`src/rtl/fifo.sv`:
```
// ============================================================================
// fifo : single-clock show-ahead FIFO with occupancy counter
// Rev 1.0
// ============================================================================
`default_nettype none

module fifo #(
    parameter type T     = logic [31:0],
    parameter int  DEPTH = 4
) (
    input  logic clk,
    input  logic reset,
    input  logic write_en,
    input  T     write_data,
    input  logic read_en,
    output T     read_data,
    output logic full,
    output logic empty
);

    localparam int PTR_W = (DEPTH > 1) ? $clog2(DEPTH) : 1;
    localparam int CNT_W = $clog2(DEPTH + 1);
    localparam logic [PTR_W-1:0] C_LAST_PTR = PTR_W'(DEPTH - 1);
    localparam logic [CNT_W-1:0] C_FULL_CNT = CNT_W'(DEPTH);

    T                 r_mem [DEPTH];
    logic [PTR_W-1:0] r_wr_ptr;
    logic [PTR_W-1:0] r_rd_ptr;
    logic [CNT_W-1:0] r_count;

    logic w_push;
    logic w_pop;

    assign full   = (r_count == C_FULL_CNT);
    assign empty  = (r_count == '0);
    assign w_push = write_en && !full;
    assign w_pop  = read_en && !empty;

    // Head is exposed combinationally; forced to zero so nothing stale leaks out.
    assign read_data = empty ? T'('0) : r_mem[r_rd_ptr];

    always_ff @(posedge clk) begin
        if (w_push) begin
            r_mem[r_wr_ptr] <= write_data;
        end
    end

    always_ff @(posedge clk or negedge reset) begin
        if (!reset) begin
            r_wr_ptr <= '0;
            r_rd_ptr <= '0;
            r_count  <= '0;
        end else begin
            if (w_push) begin
                r_wr_ptr <= (r_wr_ptr == C_LAST_PTR) ? '0 : r_wr_ptr + 1'b1;
            end
            if (w_pop) begin
                r_rd_ptr <= (r_rd_ptr == C_LAST_PTR) ? '0 : r_rd_ptr + 1'b1;
            end
            if (w_push && !w_pop) begin
                r_count <= r_count + 1'b1;
            end else if (w_pop && !w_push) begin
                r_count <= r_count - 1'b1;
            end
        end
    end

endmodule

`default_nettype wire

```
`config.mk`:
```
export PLATFORM = sky130hd
export DESIGN_NAME = fifo
export DESIGN_NICKNAME = d
export VERILOG_FILES = /design/src/rtl/fifo.sv
export SDC_FILE = /design/constraint.sdc
export NUM_CORES = 1
export LEC_CHECK = 0
export CAP_MARGIN = 20
export CORE_ASPECT_RATIO = 1.25
export CORE_UTILIZATION = 45
export DETAILED_ROUTE_END_ITERATION = 6
export DONT_BUFFER_PORTS = 1
export SETUP_SLACK_MARGIN = 0.3
export SLEW_MARGIN = 15
export SYNTH_ARGS = -nofsm -noshare
export SYNTH_HDL_FRONTEND = slang
export SYNTH_SLANG_ARGS = --single-unit
export TNS_END_PERCENT = 5
```
`constraint.sdc`:
```
create_clock -name clk -period 2.7 [get_ports clk]
set_input_delay 0.27 -clock clk [delete_from_list [all_inputs] [get_ports clk]]
set_output_delay 0.27 -clock clk [all_outputs]
set_load 0.03 [all_outputs]
```
## After elaboration in Yosys (flattened, before gate mapping)

Memories as Yosys holds them, arrays and structs flattened.
Index checks and enable logic that the tools add are counted.

- Add/sub/neg operators: 4
- Multiply operators: 0
- Divide/modulo/power cells: 0
- $lt $le $gt $ge: 0
- Equal/unequal tests: 3
- Shift operators: 0
- Mux-type cells: 7
- Bitwise gates (word level): 0
- Reduce and logical (&&, ||, !) cells: 10

Operator list:

| kind | number |
|---|---|
| $mux W32 | 1 |
| $mux W3 | 2 |
| $add A2 B1 Y2 const B | 2 |
| $eq A2 B2 Y1 const B | 2 |
| $logic_and A1 B1 Y1 | 4 |
| $logic_not A1 Y1 | 4 |
| $mux W2 | 2 |
| $add A3 B1 Y3 const B | 1 |
| $eq A3 B3 Y1 const B | 1 |
| $logic_not A3 Y1 | 1 |
| $sub A3 B1 Y3 const B | 1 |
| $mux W1 | 2 |
| $reduce_bool A2 Y1 | 1 |

- Bits in registers: 7
- Bits in latches: 0
- Memory bits (writable): 128
- Memory bits (read-only): 0
- Input port bits: 36
- Output and inout bits: 34
- Memories: 1

Memory list:

| memory | depth | width | rd ports | clocked after Yosys merged registers in | wr ports | RTL line | RTL |
|---|---|---|---|---|---|---|---|
| r_mem | 4 | 32 | 1 | 0 | 1 | 26 | `T r_mem [DEPTH];` |

## Longest topological paths before layout

- Depth after elaboration: 7
- Gate-level depth with buffers: 9

## Worst setup path before layout

No wires, ideal clock.

- Path type: flip-flop to flip-flop
- From: register r_count[1]
- To: register r_count[1]
- Arrival: 2,081 ps
- Slack: 494 ps
- Cell stages (with the launch flop): 8
- Path buffers: 1
- Path through: dfrtp_1 -> nor3b_2 -> nor2b_1 -> buf_2 -> ha_1 -> inv_1 -> fa_1 -> mux2_2

- Word-level cells in the longest chain between the ends: 6
- Elaborated cells between the ends (all ways): 15
- Classes of those cells: add/sub (2); eq/ne (1); mux (2); reduce/logical (10)

Ends and longest elaborated chain:

| element | RTL line | RTL |
|---|---|---|
| start, declared | 29 | `logic [CNT_W-1:0] r_count;` |
| start signal, assigned | 61 | `r_count <= r_count + 1'b1;` |
| start signal, assigned | 63 | `r_count <= r_count - 1'b1;` |
| $eq A3 B3 Y1 * | 34 | `assign full = (r_count == C_FULL_CNT);` |
| net full | 17 | `output logic full,` |
| $logic_not A1 Y1 * | 36 | `assign w_push = write_en && !full;` |
| $logic_and A1 B1 Y1 * | 36 |  |
| net w_push | 31 | `logic w_push;` |
| $logic_not A1 Y1 | 62 | `end else if (w_pop && !w_push) begin` |
| $logic_and A1 B1 Y1 | 62 |  |
| $reduce_bool A2 Y1 (no source line) | n/a |  |

Mark *: on every way through the listed nets, which the timed path passes. The rest lies on a longest branch. The select of a mux whose other input is x is not followed.
A chain may end at the register's enable or synchronous reset.

==> summary.md <==
| Metric | Value |
|---|---|
| Total of buffers placed on input and output ports | `0` |
| Top-Level Pins | `70` |
| Start-to-end type of the worst setup path | `reg2out` |
| Highest clock rate | `0.437 GHz` |
| Synth Net Count | `283` |
| Portion of synthesized cell area occupied by the leading cell type | `72.8%` |
| Max-cap violations | `0` |
| Detailed-routing wirelength on met1 | `3.78 mm` |
| Critical Path Fanout Max | `14` |
| Count of flip-flops with a built-in enable after synthesis | `128` |
| All-layer global routing usage | `16.5%` |
| Register-to-Register Path Depth | `8` |
| Number of placement rows | `43` |
| Unrepaired setup endpoints after global routing | `no` |
| Leakage power | `2.21 nW` |
| Post-route clock period utilization | `84.7%` |
| Final Hold Fails | `0` |
| ANT nets after route | `0` |
| Area of the die | `12200 um^2` |
| Overall power after layout | `7.93 mW` |
| Vias per Instance | `5.36` |
| Worst clock skew on the final layout | `0.00564 ns` |
| Post-Route Hold Slack | `0.212 ns` |
| Routed len/inst | `20.0 um` |
| Distinct cell type count of the synthesized netlist | `18` |
| Max Used Layer | `met4` |
| Synth top cells by count | `edfxtp_1, nor2b_1, mux4_2` |
| Async set or reset register ratio after synthesis | `5.19%` |
| Register area share after synthesis | `76.1%` |
| Mean Syn Cell Area | `22.0 um^2` |
| CORE AREA | `11200 um^2` |
| Routed wire length on met2 | `4.63 mm` |
| WP data required | `2.43 ns` |
| Share of final-layout standard cells stronger than drive strength 1 | `30.3%` |
| Worst min-delay path category | `in2async` |
| P&R area growth vs syn | `22.6%` |
| Setup violations, final | `0` |
| CTS tree | `yes` |
| Area of the mapped netlist | `5280 um^2` |
| Die Span Y | `123 um` |
| Synthesis Warnings | `0` |
| Worst-Skew Late Latency | `0.40 ns` |
| DRC violations left | `0` |
| Wire length of the first global-routing pass | `14.2 mm` |
| Result of the run | `finished clean` |
| FF+latch count, synth | `135` |
| Routed wl met3 | `426 um` |
| Startpoint type of the worst setup path | `flop` |
| Number of search-and-repair iterations in the first detailed-routing pass | `4` |
| Clk Tree Root Cell | `clkbuf_16` |
| Max_slew headroom | `59.0%` |
| Width of the chip | `98.9 um` |
| Setup TNS after final layout | `0 ns` |
| Count of routing violations after the opening detailed-route iteration | `112` |
| Grt total ovfl | `0` |
| Post-synth top flop | `edfxtp_1` |
| Deepest clock path buffer count | `2` |
| Deepest level of the CTS H-tree | `4` |
| Clock transition at the registers of the reported paths | `0.05 ns` |
| Largest cells by area after synthesis | `edfxtp_1, mux4_2, nor2b_1, dfrtp_1, ha_1` |
| Maximum number of pins on one net before global-route repair | `34` |
| Clock sinks | `135` |
| Total number of vias | `2407` |
| Number of clock buffers inserted by TritonCTS | `17` |
| Endpoint type of the worst setup path | `output port` |
| Worst vdd rail ir drop | `567 uV` |
| Count of mapped cells out of synthesis | `240` |
| Time the final worst path needs with I/O delays and setup | `2.29 ns` |
| HPWL after detailed placement | `5.52 mm` |
| Pwr dens | `1230 nW/um^2` |
| Util after Layout | `57.6%` |
| Initial antenna violation count | `0` |
| Max Transition Viols Final | `0` |
| Arrival time at the worst endpoint | `2.02 ns` |
| Cell type contributing the most total cell area after synthesis | `edfxtp_1` |
| Routability congestion estimate | `0.663` |
| Least-Margin Pin Slew | `0.614 ns` |
| Number of filler cells placed in the layout | `846` |
| Final routed wirelength across all metal layers | `8.96 mm` |
| Vias in the first global route | `2567` |
| Worst R2R Setup Slack | `0.66 ns` |
| Initial Util | `47.0%` |
| Antenna fix cells | `0` |
| Most used standard cell by instance count after synthesis | `edfxtp_1` |
| Final Net Count | `345` |
[per-layer routing]
metal  track usage (%)  up-vias
met5                 0        -
met4              7.93        0
met3              5.60        9
met2              26.5       62
met1              20.3     1251
li1                  -     1085
[final cells by class]
| cell class | instances | area, um^2 | area share (%) |
|---|---|---|---|
| inverters | 3 | 11.3 | 0.174 |
| well taps | 135 | 169 | 2.61 |
| clock inverters | 14 | 140 | 2.16 |
| repair buffers | 55 | 520 | 8.04 |
| flip-flops and latches | 135 | 4020 | 62.2 |
| clock buffers | 17 | 425 | 6.57 |
| multi-input cells | 90 | 1180 | 18.3 |
[flip-flops by register name, indices dropped and copies added, names as in the netlist]
name      flops
r_rd_ptr      2
r_wr_ptr      2
r_mem       128
r_count       3
[cells in the final DEF (no fill, tap or decap), drive strengths merged]
| cell type | netlist | final |
|---|---|---|
| bufinv | 0 | 3 |
| and2 | 4 | 4 |
| buf | 8 | 22 |
| dfrtp | 7 | 7 |
| mux4 | 32 | 32 |
| xnor2 | 1 | 1 |
| nor2 | 3 | 3 |
| nand2b | 1 | 1 |
| nor2b | 33 | 33 |
| mux2 | 5 | 5 |
| edfxtp | 128 | 128 |
| nor3b | 1 | 1 |
| xor2 | 2 | 2 |
| ha | 6 | 6 |
| clkinv | 0 | 11 |
| fa | 1 | 1 |
| dlygate4sd3 | 0 | 33 |
| clkbuf | 4 | 17 |
| inv | 3 | 3 |
| nor3 | 1 | 1 |
[per-stage QoR]
stage	worst slack (ns)	std cells	cell area, um^2
3_3_place_gp	0.594	383	5560
3_5_place_dp	0.494	383	5560
6_report	0.414	449	6470
5_1_grt	0.303	449	6470
4_1_cts	0.351	449	6470
2_1_floorplan	0.494	240	5280
[repair_timing]
| action | CTS | global route |
|---|---|---|
| hold endpoints to repair | 135 | 0 |
| setup endpoints to repair | 23 | 1 |
| setup buffers | 2 | 0 |
| hold buffers | 33 | 0 |
| resized for setup | 1 | 1 |
[path summary, 6_finish.rpt]
check                       startpoint            end
setup / recovery           r_rd_ptr[1]  read_data[22]
hold / removal                   reset     r_count[2]
setup reg to reg            r_count[2]     r_count[2]
hold reg to reg             r_count[2]     r_count[2]
min in group clk               read_en    r_rd_ptr[1]
max in group asynchronous        reset    r_rd_ptr[0]
[power breakdown]
group | switching, mW | internal (mW)
Clock | 0.771 | 1.42
Sequential | 0.184 | 2.78
Combinational | 1.71 | 1.07
Total | 2.66 | 5.27
[critical path: stages (launching register included)]
cell and delay, ns:
dfrtp_2 0.59, buf_4 0.30, mux4_2 0.23, nor2b_1 0.49
[cell families after synthesis]
family | Yosys count | synth area share (%)
xor gates and xnor gates | 3 | 0.498
adders and majority gates | 7 | 1.80
buffers and inverters | 15 | 1.73
DFF | 135 | 76.1
muxes | 37 | 14.7
and+or+nand+nor | 43 | 5.14
No activity file was read; power rests on OpenSTA's default activity.
